**config.mk**
```make
export PLATFORM = sky130hd
export DESIGN_NAME = if_stage_flat
export DESIGN_NICKNAME = d
export VERILOG_FILES = /design/src/rtl/if_stage_if.sv /design/src/rtl/if_stage.sv /design/src/flat_wrapper.sv
export SDC_FILE = /design/constraint.sdc
export NUM_CORES = 1
export LEC_CHECK = 0
export ABC_AREA = 1
export BUFFER_PORTS_ARGS = -buffer_cell sky130_fd_sc_hd__buf_2
export CAP_MARGIN = 5
export CORE_MARGIN = 4
export CORE_UTILIZATION = 56
export CTS_CLUSTER_SIZE = 24
export DETAILED_ROUTE_END_ITERATION = 12
export PLACE_DENSITY = 0.91
export REMOVE_ABC_BUFFERS = 1
export SLEW_MARGIN = 20
export SYNTH_ARGS = -nofsm -noshare
export SYNTH_HDL_FRONTEND = slang
export SYNTH_SLANG_ARGS = --single-unit
```
**constraint.sdc**
```tcl
create_clock -name clk -period 3 [get_ports clk]
set_input_delay 0.75 -clock clk [delete_from_list [all_inputs] [get_ports clk]]
set_output_delay 0.75 -clock clk [all_outputs]
set_load 0.01 [all_outputs]
```
**src/rtl/if_stage_if.sv**
```systemverilog
// Bundles the fetch stage's hazard/redirect inputs, its instruction-memory
// handshake and the IF_ID outputs. The master modport is the fetch stage;
// the slave modport is the environment around it: hazard unit, branch unit,
// instruction memory and the IF_ID register.
interface if_stage_if;
   logic        stall;
   logic        redirect;
   logic [31:0] redirect_pc;
   logic        imem_req;
   logic [31:0] imem_addr;
   logic        imem_ready;
   logic [31:0] imem_rdata;
   logic [31:0] if_inst;
   logic [31:0] if_pc_4;
   logic        if_valid;

   modport master (
      input  stall, redirect, redirect_pc, imem_ready, imem_rdata,
      output imem_req, imem_addr, if_inst, if_pc_4, if_valid
   );

   modport slave (
      output stall, redirect, redirect_pc, imem_ready, imem_rdata,
      input  imem_req, imem_addr, if_inst, if_pc_4, if_valid
   );
endinterface

```
**src/rtl/if_stage.sv**
```systemverilog
// Instruction fetch stage. It keeps one request in flight against a
// variable-latency instruction memory. A response that the consumer cannot
// take is buffered. A response that a redirect has killed is drained.
//
// state | meaning
// ------+----------------------------------------------------------------
// FETCH | request at pc outstanding; a response is presented directly
// HOLD  | response parked in inst_buf while stalled; no request issued
// DRAIN | killed request at req_addr still in flight; its response is dropped
module if_stage #(
   parameter logic [31:0] RESET_PC = 32'h0000_0000
) (
   input logic        clk,
   input logic        rst,
   if_stage_if.master bus
);

   typedef enum logic [1:0] {FETCH, HOLD, DRAIN} state_t;

   localparam logic [31:0] RESET_PC_ALIGNED = RESET_PC & ~32'h3;

   state_t      state, state_nxt;
   logic [31:0] pc, pc_nxt;
   logic [31:0] inst_buf, inst_buf_nxt;
   logic [31:0] req_addr, req_addr_nxt;
   logic [31:0] target;
   logic        valid;

   // The low two bits of the redirect target are discarded so pc stays word aligned.
   assign target = bus.redirect_pc & ~32'h3;

   // State register; reset takes precedence over stall and redirect.
   always_ff @(posedge clk) begin
      if (rst) begin
         state    <= FETCH;
         pc       <= RESET_PC_ALIGNED;
         inst_buf <= 32'h0;
         req_addr <= 32'h0;
      end else begin
         state    <= state_nxt;
         pc       <= pc_nxt;
         inst_buf <= inst_buf_nxt;
         req_addr <= req_addr_nxt;
      end
   end

   // Next-state logic; a redirect wins over a stall in every state.
   always_comb begin
      state_nxt    = state;
      pc_nxt       = pc;
      inst_buf_nxt = inst_buf;
      req_addr_nxt = req_addr;
      case (state)
         FETCH: begin
            if (bus.redirect) begin
               pc_nxt = target;
               if (!bus.imem_ready) begin
                  req_addr_nxt = pc;
                  state_nxt    = DRAIN;
               end
            end else if (bus.imem_ready) begin
               if (bus.stall) begin
                  inst_buf_nxt = bus.imem_rdata;
                  state_nxt    = HOLD;
               end else begin
                  pc_nxt = pc + 32'd4;
               end
            end
         end
         HOLD: begin
            if (bus.redirect) begin
               pc_nxt    = target;
               state_nxt = FETCH;
            end else if (!bus.stall) begin
               pc_nxt    = pc + 32'd4;
               state_nxt = FETCH;
            end
         end
         DRAIN: begin
            if (bus.redirect) pc_nxt = target;
            if (bus.imem_ready) state_nxt = FETCH;
         end
         default: state_nxt = FETCH;
      endcase
   end

   // Outputs; if_inst is forced to zero whenever if_valid is low.
   always_comb begin
      bus.imem_req  = 1'b0;
      bus.imem_addr = pc;
      bus.if_inst   = 32'h0;
      bus.if_pc_4   = pc + 32'd4;
      valid         = 1'b0;
      if (!rst) begin
         case (state)
            FETCH: begin
               bus.imem_req = 1'b1;
               valid        = bus.imem_ready & ~bus.redirect;
               if (valid) bus.if_inst = bus.imem_rdata;
            end
            HOLD: begin
               valid = ~bus.redirect;
               if (valid) bus.if_inst = inst_buf;
            end
            DRAIN: begin
               bus.imem_req  = 1'b1;
               bus.imem_addr = req_addr;
            end
            default: valid = 1'b0;
         endcase
      end
      bus.if_valid = valid;
   end

endmodule
```
**src/flat_wrapper.sv**
```systemverilog
// flat-port wrapper written by rule: the top's interface ports become plain ports
module if_stage_flat 
#(
   parameter logic [31:0] RESET_PC = 32'h0000_0000
)
  (clk, rst, bus_stall, bus_redirect, bus_redirect_pc, bus_imem_ready, bus_imem_rdata, bus_imem_req, bus_imem_addr, bus_if_inst, bus_if_pc_4, bus_if_valid);
  if_stage_if bus_i ();
  input logic clk;
  input logic rst;
  input wire logic [$bits(bus_i.stall)-1:0] bus_stall;
  input wire logic [$bits(bus_i.redirect)-1:0] bus_redirect;
  input wire logic [$bits(bus_i.redirect_pc)-1:0] bus_redirect_pc;
  input wire logic [$bits(bus_i.imem_ready)-1:0] bus_imem_ready;
  input wire logic [$bits(bus_i.imem_rdata)-1:0] bus_imem_rdata;
  output wire logic [$bits(bus_i.imem_req)-1:0] bus_imem_req;
  output wire logic [$bits(bus_i.imem_addr)-1:0] bus_imem_addr;
  output wire logic [$bits(bus_i.if_inst)-1:0] bus_if_inst;
  output wire logic [$bits(bus_i.if_pc_4)-1:0] bus_if_pc_4;
  output wire logic [$bits(bus_i.if_valid)-1:0] bus_if_valid;
  assign bus_i.stall = bus_stall;
  assign bus_i.redirect = bus_redirect;
  assign bus_i.redirect_pc = bus_redirect_pc;
  assign bus_i.imem_ready = bus_imem_ready;
  assign bus_i.imem_rdata = bus_imem_rdata;
  assign bus_imem_req = bus_i.imem_req;
  assign bus_imem_addr = bus_i.imem_addr;
  assign bus_if_inst = bus_i.if_inst;
  assign bus_if_pc_4 = bus_i.if_pc_4;
  assign bus_if_valid = bus_i.if_valid;
  if_stage #(.RESET_PC(RESET_PC)) u_core (.clk(clk), .rst(rst), .bus(bus_i));
endmodule
```
# Word level (Yosys, flattened, before mapping)
# Index checks and enable logic that the tools add are counted.
totals:
  ff_bits: 98
  latchBits: 0
  ramBits: 0
  romBits: 0
  in_bits: 69
  out_inout_bits: 98
  word_cells: 47
  n_memories: 0
classes:
  n_addsub: 1
  mul: 0
  n_div: 0
  order_cmp: 0
  eq_ne: 8
  shift: 0
  n_mux: 24
  bitwise: 3
  n_reduce_logical: 7
ops:
  columns: ["operator", "count"]
  rows:
  - ["32-bit two-way mux", 10]
  - ["32-bit one-hot mux with 3 select lines", 1]
  - ["32-bit one-hot mux with 2 select lines", 1]
  - ["32-bit by 3-bit adder with 32-bit output (second input constant)", 1]
  - ["2-bit two-way mux", 7]
  - ["3-bit inequality test (second input constant)", 4]
  - ["2-bit one-hot mux with 3 select lines", 1]
  - ["3-bit AND reduction", 2]
  - ["5-bit AND reduction", 1]
  - ["2-bit inequality test (second input constant)", 2]
  - ["4-bit AND reduction", 1]
  - ["1-bit two-way mux", 3]
  - ["3-bit nonzero test", 1]
  - ["2-bit by 1-bit == test with 1-bit output (second input constant)", 1]
  - ["2-bit == test (second input constant)", 1]
  - ["2-bit zero test", 1]
  - ["1-bit NOT", 2]
  - ["1-bit one-hot mux with 2 select lines", 1]
  - ["2-bit OR reduction", 1]
  - ["1-bit AND", 1]

# Longest topological paths before layout
# Gate-level depths: netlist of the first run.
depth:
  ltp_word: 5
  depth_mapped: 10

# Least setup slack after synthesis of the first run
# No wires, ideal clock.
synth_timing:
  path_type: "in2out"
  start: "input port rst"
  end: "output port bus_imem_addr[11]"
  arrival_time_ns: 1.886
  t_required_ns: 2.250
  slack_ns: 0.364
  path_stages: 6
  path_buffers: 3
  path_cell_list: "clkbuf_1 -> nor2_1 -> nand2_1 -> buf_2 -> buf_2 -> a21oi_1"
synth_via:
  elab_chain_cells: 1
synth_lines:
  columns: ["element", "line_no", "rtl"]
  rows:
  - ["from (decl)", "flat_wrapper.sv:9", "input logic rst;"]
  - ["32-bit two-way mux", "if_stage.sv:94", "if (!rst) begin"]
  - ["to (decl)", "flat_wrapper.sv:16", "output wire logic [$bits(bus_i.imem_addr)-1:0] bus_imem_addr;"]
# No other way between the ends.

# Final worst setup path of the first run
layout_timing:
  start: "register u_core.pc[3]"
  end: "output port bus_if_pc_4[20]"
layout_via:
  elab_chain_cells: 1
layout_lines:
  columns: ["element", "line_no", "rtl"]
  rows:
  - ["from (decl)", "if_stage.sv:23", "logic [31:0] pc, pc_nxt;"]
  - ["from (signal assigned)", "if_stage.sv:41", "pc <= pc_nxt;"]
  - ["32-bit by 3-bit adder with 32-bit output", "if_stage.sv:92", "bus.if_pc_4 = pc + 32'd4;"]
  - ["to (decl)", "flat_wrapper.sv:18", "output wire logic [$bits(bus_i.if_pc_4)-1:0] bus_if_pc_4;"]
# No other way between the ends.

==> flow_summary.yaml, run 1 <==
outcome:
  outcome: "finished, final reports clean"
cts:
  cts_resized: 0
  cts_buffers: 9
  cts_setup_buffers: 0
  h-tree-depth: 3
  cts.clk_slew.worst_paths_ns: 0.10
  cts_tree: "built"
  clock_path_buffers: 2
  clk_latency_ns: 0.37
  cts_root_buf: "clkbuf_8"
  cts.sinks: 94
  cts_hold_buffers: 0
routing:
  wire_per_inst_um: 13.9
  drc: 0
  drt_pass1_iterations: 5
  vias: 5832
  routed_wl_um: 14800
  drtIter0Drc: 389
  ant_nets: 0
  viasPerCell: 5.48
yosys:
  async_flop_share_pct: 0
  ys_seq_area_share_pct: 35.5
  synth_top_area_share_pct: 35.5
  synth_area_leaders: "dfxtp_1 (35%), nand2_1 (13%), a21oi_1 (10%)"
  synthCells: 795
  yosysUniqueCellTypes: 31
  ys_ff_latch: 94
  ys.flop_type: "dfxtp_1"
  syn-cell-area_um2: 5310
  synth_top_cell_by_area: "dfxtp_1"
  synth_warnings: 0
  synth_edf_count: 0
  syn_area_per_cell_um2: 6.67
cells_and_area:
  area_delta_synth_final_pct: 19.5
  fin_area_um2: 6340
  final_util_pct: 68.6
  nets: 1000
  drive_gt1_share_pct: 26.5
grt:
  grtUsageTotal_pct: 26.5
  grt_pass1_vias: 5398
  grt_util_met2_pct: 43.7
  gr-usage-met3_pct: 3.61
  grt_pass1_wl_um: 24700
  busiest_layer: "met2"
  grt_max_degree: 69
  overflow: 0
  grt_util_met1_pct: 34.9
  grt_antenna_before_repair: 1
critical_path:
  cp_max_fo: 7
  path_class: "register to output port"
  worst_setup_path_start_kind: "register"
  critPathArrivalTime_ns: 1.93
  cp-end-kind: "output port"
  cp.required_ns: 2.25
  rrSetupSlack_ns: 1.27
sta:
  worst_pin_slew_ns: 0.634
  timing.final.hold_violations: 0
  whs_ns: 0.470
  slew_viol_final: 0
  relSlewSlack_pct: 57.7
  fin_crit_sh_pct: 89.3
  grt_setup_unrepaired: "no"
  setup_viol: 0
  fmax_mhz: 373
  min_period_ns: 2.68
  finClkSkew_ns: 0.0109
  setup_tns_ns: 0
job:
  cap_violations: 0
place:
  gp_congestion: 0.880
  dpl_cell_area_um2: 6160
  dp_hpwl_um: 10600
  io_buffers: 160
power:
  p_total_mw: 2.91
  peakVddDrop_v: 0.000256
  power.leakage_nw: 2.99
  power_density_nw_per_um2: 459
floorplan:
  dieHeight_um: 105
  core_um2: 9240
  die_w_um: 105
  start_util_pct: 57.4
  row_count: 35
  io_pins: 167
  die-area_um2: 11100
min_path:
  hold_path.class: "register to register"
-- layout make-up --
type	instances	area, um^2
multi-input cells	605	3010
diodes	1	2.50
inverters	47	176
flip-flops and latches	94	1880
clock buffers	10	128
repair buffers	173	936
clock inverters	6	47.5
well taps	129	161
fillers	845	2900
-- through the flow --
step	setup slack (ns)	instances
2_1_floorplan	0.0261	746
3_3_place_gp	0.388	1048
3_5_place_dp	0.372	1048
4_1_cts	0.320	1064
5_1_grt	0.194	1065
6_report	0.321	1065
-- path summary, 6_finish.rpt --
path	startpoint	depth (start not counted)	endpoint
worst max-delay path	u_core.pc[3]	9	bus_if_pc_4[20]
worst min-delay path	u_core.inst_buf[21]	2	u_core.inst_buf[21]
worst max register to register	u_core.state[1]	8	u_core.inst_buf[22]
worst min register to register	u_core.inst_buf[21]	2	u_core.inst_buf[21]
-- where the power goes --
| part | switching, mW | internal (mW) |
|---|---|---|
| clock network | 0.480 | 0.306 |
| logic | 0.424 | 0.269 |
| registers | 0.0925 | 1.34 |
-- synthesized netlist by cell type (all sizes together) (3+ instances only) --
cell    number
a21oi      106
a22oi       32
a31oi        3
buf         33
clkbuf      19
dfxtp       94
inv         47
mux2         8
nand2      193
nand3       32
nor2       118
o21ai       80
or2         13
xor2         7
-- sequential cells by signal (all words and copies together), names as in the netlist --
signal / count
u_core.state: 2
u_core.req_addr: 30
u_core.pc: 30
u_core.inst_buf: 32
-- layer usage --
| metal | wire (um) | vias to the layer above |
|---|---|---|
| met5 | 0 | - |
| met4 | 386 | 0 |
| met3 | 1050 | 38 |
| met2 | 7060 | 241 |
| met1 | 6350 | 2662 |
| li1 | - | 2891 |
-- logic make-up after synthesis --
logic type	Yosys count	synth area share (%)
buffers and inverters	99	8.28
and+or+nand+nor	360	30.2
xor gates and xnor gates	7	1.16
adders and majority gates	1	0.236
muxes	8	1.70
DFF	94	35.5
AOI/OAI and AO/OA	225	22.9
other	1	0.0707
-- cell usage in the layout, fill, tap and decap left out, types with 4 or more instances in the layout --
cell type	count
a21oi_1	106
a22oi_1	32
buf_2	160
buf_4	10
clkbuf_8	9
clkinvlp_4	4
conb_1	4
dfxtp_1	94
inv_1	40
inv_2	7
mux2_2	8
nand2_1	182
nand2_2	7
nand2_4	4
nand3_1	31
nor2_1	99
nor2_2	8
nor2_4	10
o21ai_0	70
o21ai_1	10
or2_2	13
xor2_1	7
-- critical path: stages, from the launching register on --
cell     delay (ns)
dfxtp_1        0.40
ha_1           0.22
nand2_1        0.10
nor2_4         0.16
nand2_4        0.14
nor2_4         0.16
nand2_1        0.08
nand2_1        0.09
nand2_1        0.07
buf_2          0.14
No activity file was read; power rests on OpenSTA's default activity.
==> inputs of run 2 (changes only) <==
- CELL_PAD_IN_SITES_DETAIL_PLACEMENT: unset -> 1
- CELL_PAD_IN_SITES_GLOBAL_PLACEMENT: unset -> 2
- CORE_UTILIZATION: 56 -> 29
- PLACE_DENSITY: 0.91 -> 0.9
==> run 2 against run 1 <==
Compared with the run above: combinational power rose by 3%; worst hold slack worse by 0.0061 ns; via count decreased by 1.6%; sequential power barely moved; power is 19% higher; final area up 4.6%; sequential share of layout area down 1.3 points; cell count rose by 9.3%; critical path type is now input pin to output port; largest power group unchanged; flip-flop and latch count is the same; critical endpoint is now bus_imem_addr[18]; utilization fell by 32 points.
==> flow_summary.yaml, run 2 (same netlist as run 1, synthesis figures left out) <==
outcome:
  outcome: "finished, final reports clean"
critical_path:
  reg2reg_from: "u_core.state[1]"
  reg2reg_to: "u_core.pc[26]"
  cp-end-kind: "output port"
  slowest_delay_ns: 0.33
  crit_start: "rst"
  critical_path.most_common_cell: "buf_2"
  rrSetupSlack_ns: 1.25
  critPathTopFamily: "buffers and inverters"
  crit_buf_inv: 3
  critPathArrivalTime_ns: 1.95
  crit_slowest_cell: "buf_4"
  path_depth: 6
  ff2ff_path_depth: 7
  cp.required_ns: 2.25
  endpoint: "bus_imem_addr[18]"
  cp_max_fo: 22
  worst_setup_path_start_kind: "input pin"
  path_class: "input pin to output port"
  path_cells: "buf_2 -> nor2_1 -> nand2_2 -> buf_4 -> a21oi_1 -> buf_2"
floorplan:
  die_w_um: 143
  start_util_pct: 29.5
  dieHeight_um: 143
  io_pins: 167
  die-area_um2: 20500
  row_count: 49
  core_um2: 18000
routing:
  viasPerCell: 4.93
  drc: 0
  drtIter0Drc: 322
  ant_nets: 0
  wire_per_inst_um: 15.6
  vias: 5739
  drt_pass1_iterations: 5
  routed_wl_um: 18100
cells_and_area:
  stdcell_count: 1164
  final_common_cell: "nand2_1"
  regMostFlops: "u_core.inst_buf"
  area_delta_synth_final_pct: 25.0
  nets: 999
  fillers: 2327
  mostFrequentLayoutCells: "nand2_1 (182), buf_2 (160), a21oi_1 (106), nor2_1 (99), dfxtp_1 (94)"
  top_regs: "u_core.inst_buf: 32 flops, u_core.pc: 30 flops, u_core.req_addr: 30 flops"
  fin_area_um2: 6630
  largest_reg_flops: 32
  drive_gt1_share_pct: 26.6
grt:
  grt_antenna_before_repair: 3
  grt_pass1_wl_um: 28600
  grt_pass1_vias: 5554
  overflow: 0
  grtUsageTotal_pct: 17.3
  grt_max_degree: 69
sta:
  worst_pin_slew_ns: 0.681
  setup_tns_ns: 0
  setup_viol: 0
  relSlewSlack_pct: 54.6
  grt_setup_unrepaired: "no"
  timing.final.hold_violations: 0
  fmax_mhz: 370
  finClkSkew_ns: 0.0107
  fin_crit_sh_pct: 90.0
  slew_viol_final: 0
  min_period_ns: 2.70
  whs_ns: 0.464
min_path:
  hold_path.class: "register to register"
cts:
  cts_resized: 0
  h-tree-depth: 3
  cts.clk_slew.worst_paths_ns: 0.07
  cts_root_buf: "clkbuf_16"
  cts_buffers: 9
  cts_setup_buffers: 0
  clk_latency_ns: 0.36
  cts_tree: "built"
  clock_path_buffers: 2
  cts.sinks: 94
  cts_hold_buffers: 0
place:
  dp_hpwl_um: 13000
  gp_congestion: 0.805
  placed_cells: 1147
  dpl_cell_area_um2: 6290
  io_buffers: 160
power:
  power_density_nw_per_um2: 523
  power.leakage_nw: 3.08
  peakVddDrop_v: 0.000274
  p_total_mw: 3.47
job:
  cap_violations: 0
## run 2: cell types whose count changed in the layout (fill, tap and decap cells not counted)
| cell | change |
|---|---|
| bufinv_16 | +2 |
| buf_12 | +1 |
| buf_4 | -2 |
| clkinv_4 | -1 |
| clkbuf_16 | +9 |
| clkinvlp_4 | -4 |
| clkbuf_8 | -7 |
| clkbuf_1 | -1 |
| inv_6 | +2 |
## run 2: layer usage
metal  GRT usage (%)  wire length (um)  up-vias
met3            4.15               878       25
li1                -                 -     2885
met1            23.6              8640     2710
met2            27.4              8190      115
met5               0                27        -
met4            5.15               365        4
## run 2: report_power, final
part,internal [mW],switching (mW),total [mW]
sequential,1.34,0.0961,1.44
clock,0.786,0.536,1.32
combinational,0.270,0.442,0.712
total,2.40,1.07,3.47
## run 2: stage by stage
| step | utilization, % | worst slack (ns) |
|---|---|---|
| after CTS | 36.9 | 0.287 |
| final | 36.9 | 0.301 |
| after global routing | 36.9 | 0.171 |
| after detailed placement | 35.0 | 0.291 |
| after global placement | 35.0 | 0.295 |
| after floorplan | - | 0.0261 |
## run 2: how the worst min path moves through the flow
stage                        start                   to  slack (ns)  cells past startpoint
2_1_floorplan   u_core.inst_buf[0]   u_core.inst_buf[0]        0.44                      2
5_1_grt        u_core.inst_buf[25]  u_core.inst_buf[25]        0.48                      2
3_3_place_gp   u_core.inst_buf[31]  u_core.inst_buf[31]        0.45                      2
6_report        u_core.inst_buf[0]   u_core.inst_buf[0]        0.46                      2
4_1_cts        u_core.inst_buf[20]  u_core.inst_buf[20]        0.47                      2
3_5_place_dp   u_core.inst_buf[20]  u_core.inst_buf[20]        0.45                      2
## run 2: final cells by class
cell class                      count  area, um^2  share of cell area, %
Multi-Input combinational cell    605        3010                   45.3
Tap cell                          229         287                   4.32
Clock inverter                      5        86.3                   1.30
Antenna cell                        1        2.50                 0.0377
Sequential cell                    94        1880                   28.4
Clock buffer                       11         253                   3.81
Inverter                           47         176                   2.66
Timing Repair Buffer              172         941                   14.2
## run 2: tightest hold or removal path, delay by kind of cell (launching register included)
kind             cells  cell delay (ns)
flip-flops           1             0.31
AND/OR/NAND/NOR      1             0.06
AO/OA/AOI/OAI        1             0.05
==> inputs of run 3 (changes only) <==
- CORE_UTILIZATION: 29 -> 30
- CTS_BUF_LIST: unset -> sky130_fd_sc_hd__clkbuf_4 sky130_fd_sc_hd__clkbuf_8
- PLACE_DENSITY: 0.9 -> 0.92
- SLEW_MARGIN: 20 -> 10
==> run 3 against run 2 <==
Compared with the run above: sequential share of layout area rose by 0.40 points; flip-flop and latch count did not move; largest power group unchanged; via count shrank 0.84%; power is 9.2% lower; clock skew decreased by 0.0011 ns; largest cell class unchanged; routed wire length shrank 0.68%; setup slack got worse by 0.094 ns; register-to-register slack got worse by 0.02 ns.
==> flow_summary.yaml, run 3 (same netlist as run 1, synthesis figures left out) <==
place:
  gp_congestion: 0.834
  dp_hpwl_um: 13100
  io_buffers: 160
  dpl_cell_area_um2: 6310
routing:
  viasPerCell: 4.90
  wire_per_inst_um: 15.5
  drt_pass1_iterations: 4
  vias: 5691
  drc: 0
  ant_nets: 0
  routed_wl_um: 18000
  drtIter0Drc: 259
cts:
  cts_root_buf: "clkbuf_8"
  cts.sinks: 94
  cts_buffers: 9
  cts_hold_buffers: 0
  cts_resized: 0
  cts.clk_slew.worst_paths_ns: 0.10
  cts_tree: "built"
  clock_path_buffers: 2
  clk_latency_ns: 0.38
  cts_setup_buffers: 0
  h-tree-depth: 3
sta:
  min_period_ns: 2.79
  worst_pin_slew_ns: 0.693
  grt_setup_unrepaired: "no"
  fin_crit_sh_pct: 93.1
  slew_viol_final: 0
  setup_tns_ns: 0
  finClkSkew_ns: 0.00958
  fmax_mhz: 358
  timing.final.hold_violations: 0
  setup_viol: 0
  relSlewSlack_pct: 53.8
cells_and_area:
  nets: 1000
  drive_gt1_share_pct: 26.6
  largest_reg_flops: 32
  area_delta_synth_final_pct: 23.3
  regMostFlops: "u_core.inst_buf"
  final_common_cell: "nand2_1"
  mostFrequentLayoutCells: "nand2_1 (182), buf_2 (160), a21oi_1 (106), nor2_1 (99), dfxtp_1 (94)"
  fin_area_um2: 6540
  multi_input_area_um2: 3010
  top_regs: "u_core.inst_buf: 32 flops, u_core.pc: 30 flops, u_core.req_addr: 30 flops"
  fillers: 2304
  seq_area_um2: 1880
critical_path:
  path_class: "register to output port"
  ff2ff_path_depth: 8
  worst_setup_path_start_kind: "register"
  reg2reg_from: "u_core.pc[3]"
  cp_max_fo: 5
  reg2reg_to: "u_core.pc[16]"
  rrSetupSlack_ns: 1.23
  cp-end-kind: "output port"
  cp.required_ns: 2.25
  critPathArrivalTime_ns: 2.04
min_path:
  holdPathStages: 2
  worstHoldEndpoint: "u_core.inst_buf[22]"
  hold_path.class: "register to register"
  hold_start: "u_core.inst_buf[22]"
outcome:
  outcome: "finished, final reports clean"
grt:
  grt_antenna_before_repair: 1
  grt_pass1_wl_um: 29400
  grtUsageTotal_pct: 18.1
  overflow: 0
  grt_pass1_vias: 5808
  grt_max_degree: 69
power:
  peakVddDrop_v: 0.000274
  power_density_nw_per_um2: 482
  power.leakage_nw: 3.04
floorplan:
  start_util_pct: 30.7
  io_pins: 167
  dieHeight_um: 141
  core_um2: 17300
  die_w_um: 141
  row_count: 48
  die-area_um2: 19900
job:
  cap_violations: 0
run 3: per-layer routing:
metal  up-vias  global-route usage, %  wire length [um]
met5         -                      0                 0
met4         0                   5.61               325
met3        19                   3.32               750
met2       105                   30.2              8360
met1      2680                   23.6              8540
li1       2887                      -                 -
run 3: cell type report:
class,instances,area share (%)
timing repair buffer,173,14.7
sequential,94,28.8
tap,225,4.30
antenna,1,0.0383
clock buffer,10,2.10
multi-input combinational,605,46.0
inverter,47,2.70
clock inverter,6,1.43
run 3: critical path, stage by stage, from the launching register on:
cell	delay (ns)
dfxtp_1	0.42
ha_1	0.21
nand2_1	0.09
nor2_4	0.17
nand2_1	0.16
o21ai_0	0.32
nand2_1	0.12
buf_2	0.16
run 3: where the power goes:
part / switching [mW] / internal (mW) / leakage (nW)
Clock: 0.501 / 0.498 / 0.113
Combinational: 0.441 / 0.273 / 2.15
Sequential: 0.0969 / 1.34 / 0.772
run 3: stage by stage:
| stage | cells | hold slack [ns] | total power [mW] | util (%) | setup WS (ns) |
|---|---|---|---|---|---|
| finish | 1161 | 0.469 | 3.15 | 37.8 | 0.207 |
| detailed placement | 1144 | 0.456 | 2.19 | 36.5 | 0.318 |
| floorplan | 746 | 0.435 | 1.84 | - | 0.0261 |
| global placement | 1144 | 0.452 | 2.17 | 36.5 | 0.333 |
| CTS | 1160 | 0.472 | 3.19 | 37.8 | 0.186 |
| global route | 1161 | 0.488 | 3.35 | 37.8 | 0.0125 |
run 3: worst max path at each step:
stage,slack (ns),end,start,cells after the start
2_1_floorplan,0.03,bus_imem_addr[10],rst,3
3_3_place_gp,0.33,bus_if_inst[23],bus_imem_ready,9
3_5_place_dp,0.32,bus_if_inst[0],bus_imem_ready,9
4_1_cts,0.19,bus_if_pc_4[16],u_core.pc[3],7
5_1_grt,0.01,bus_if_pc_4[12],u_core.pc[3],7
6_report,0.21,bus_if_pc_4[16],u_core.pc[3],7
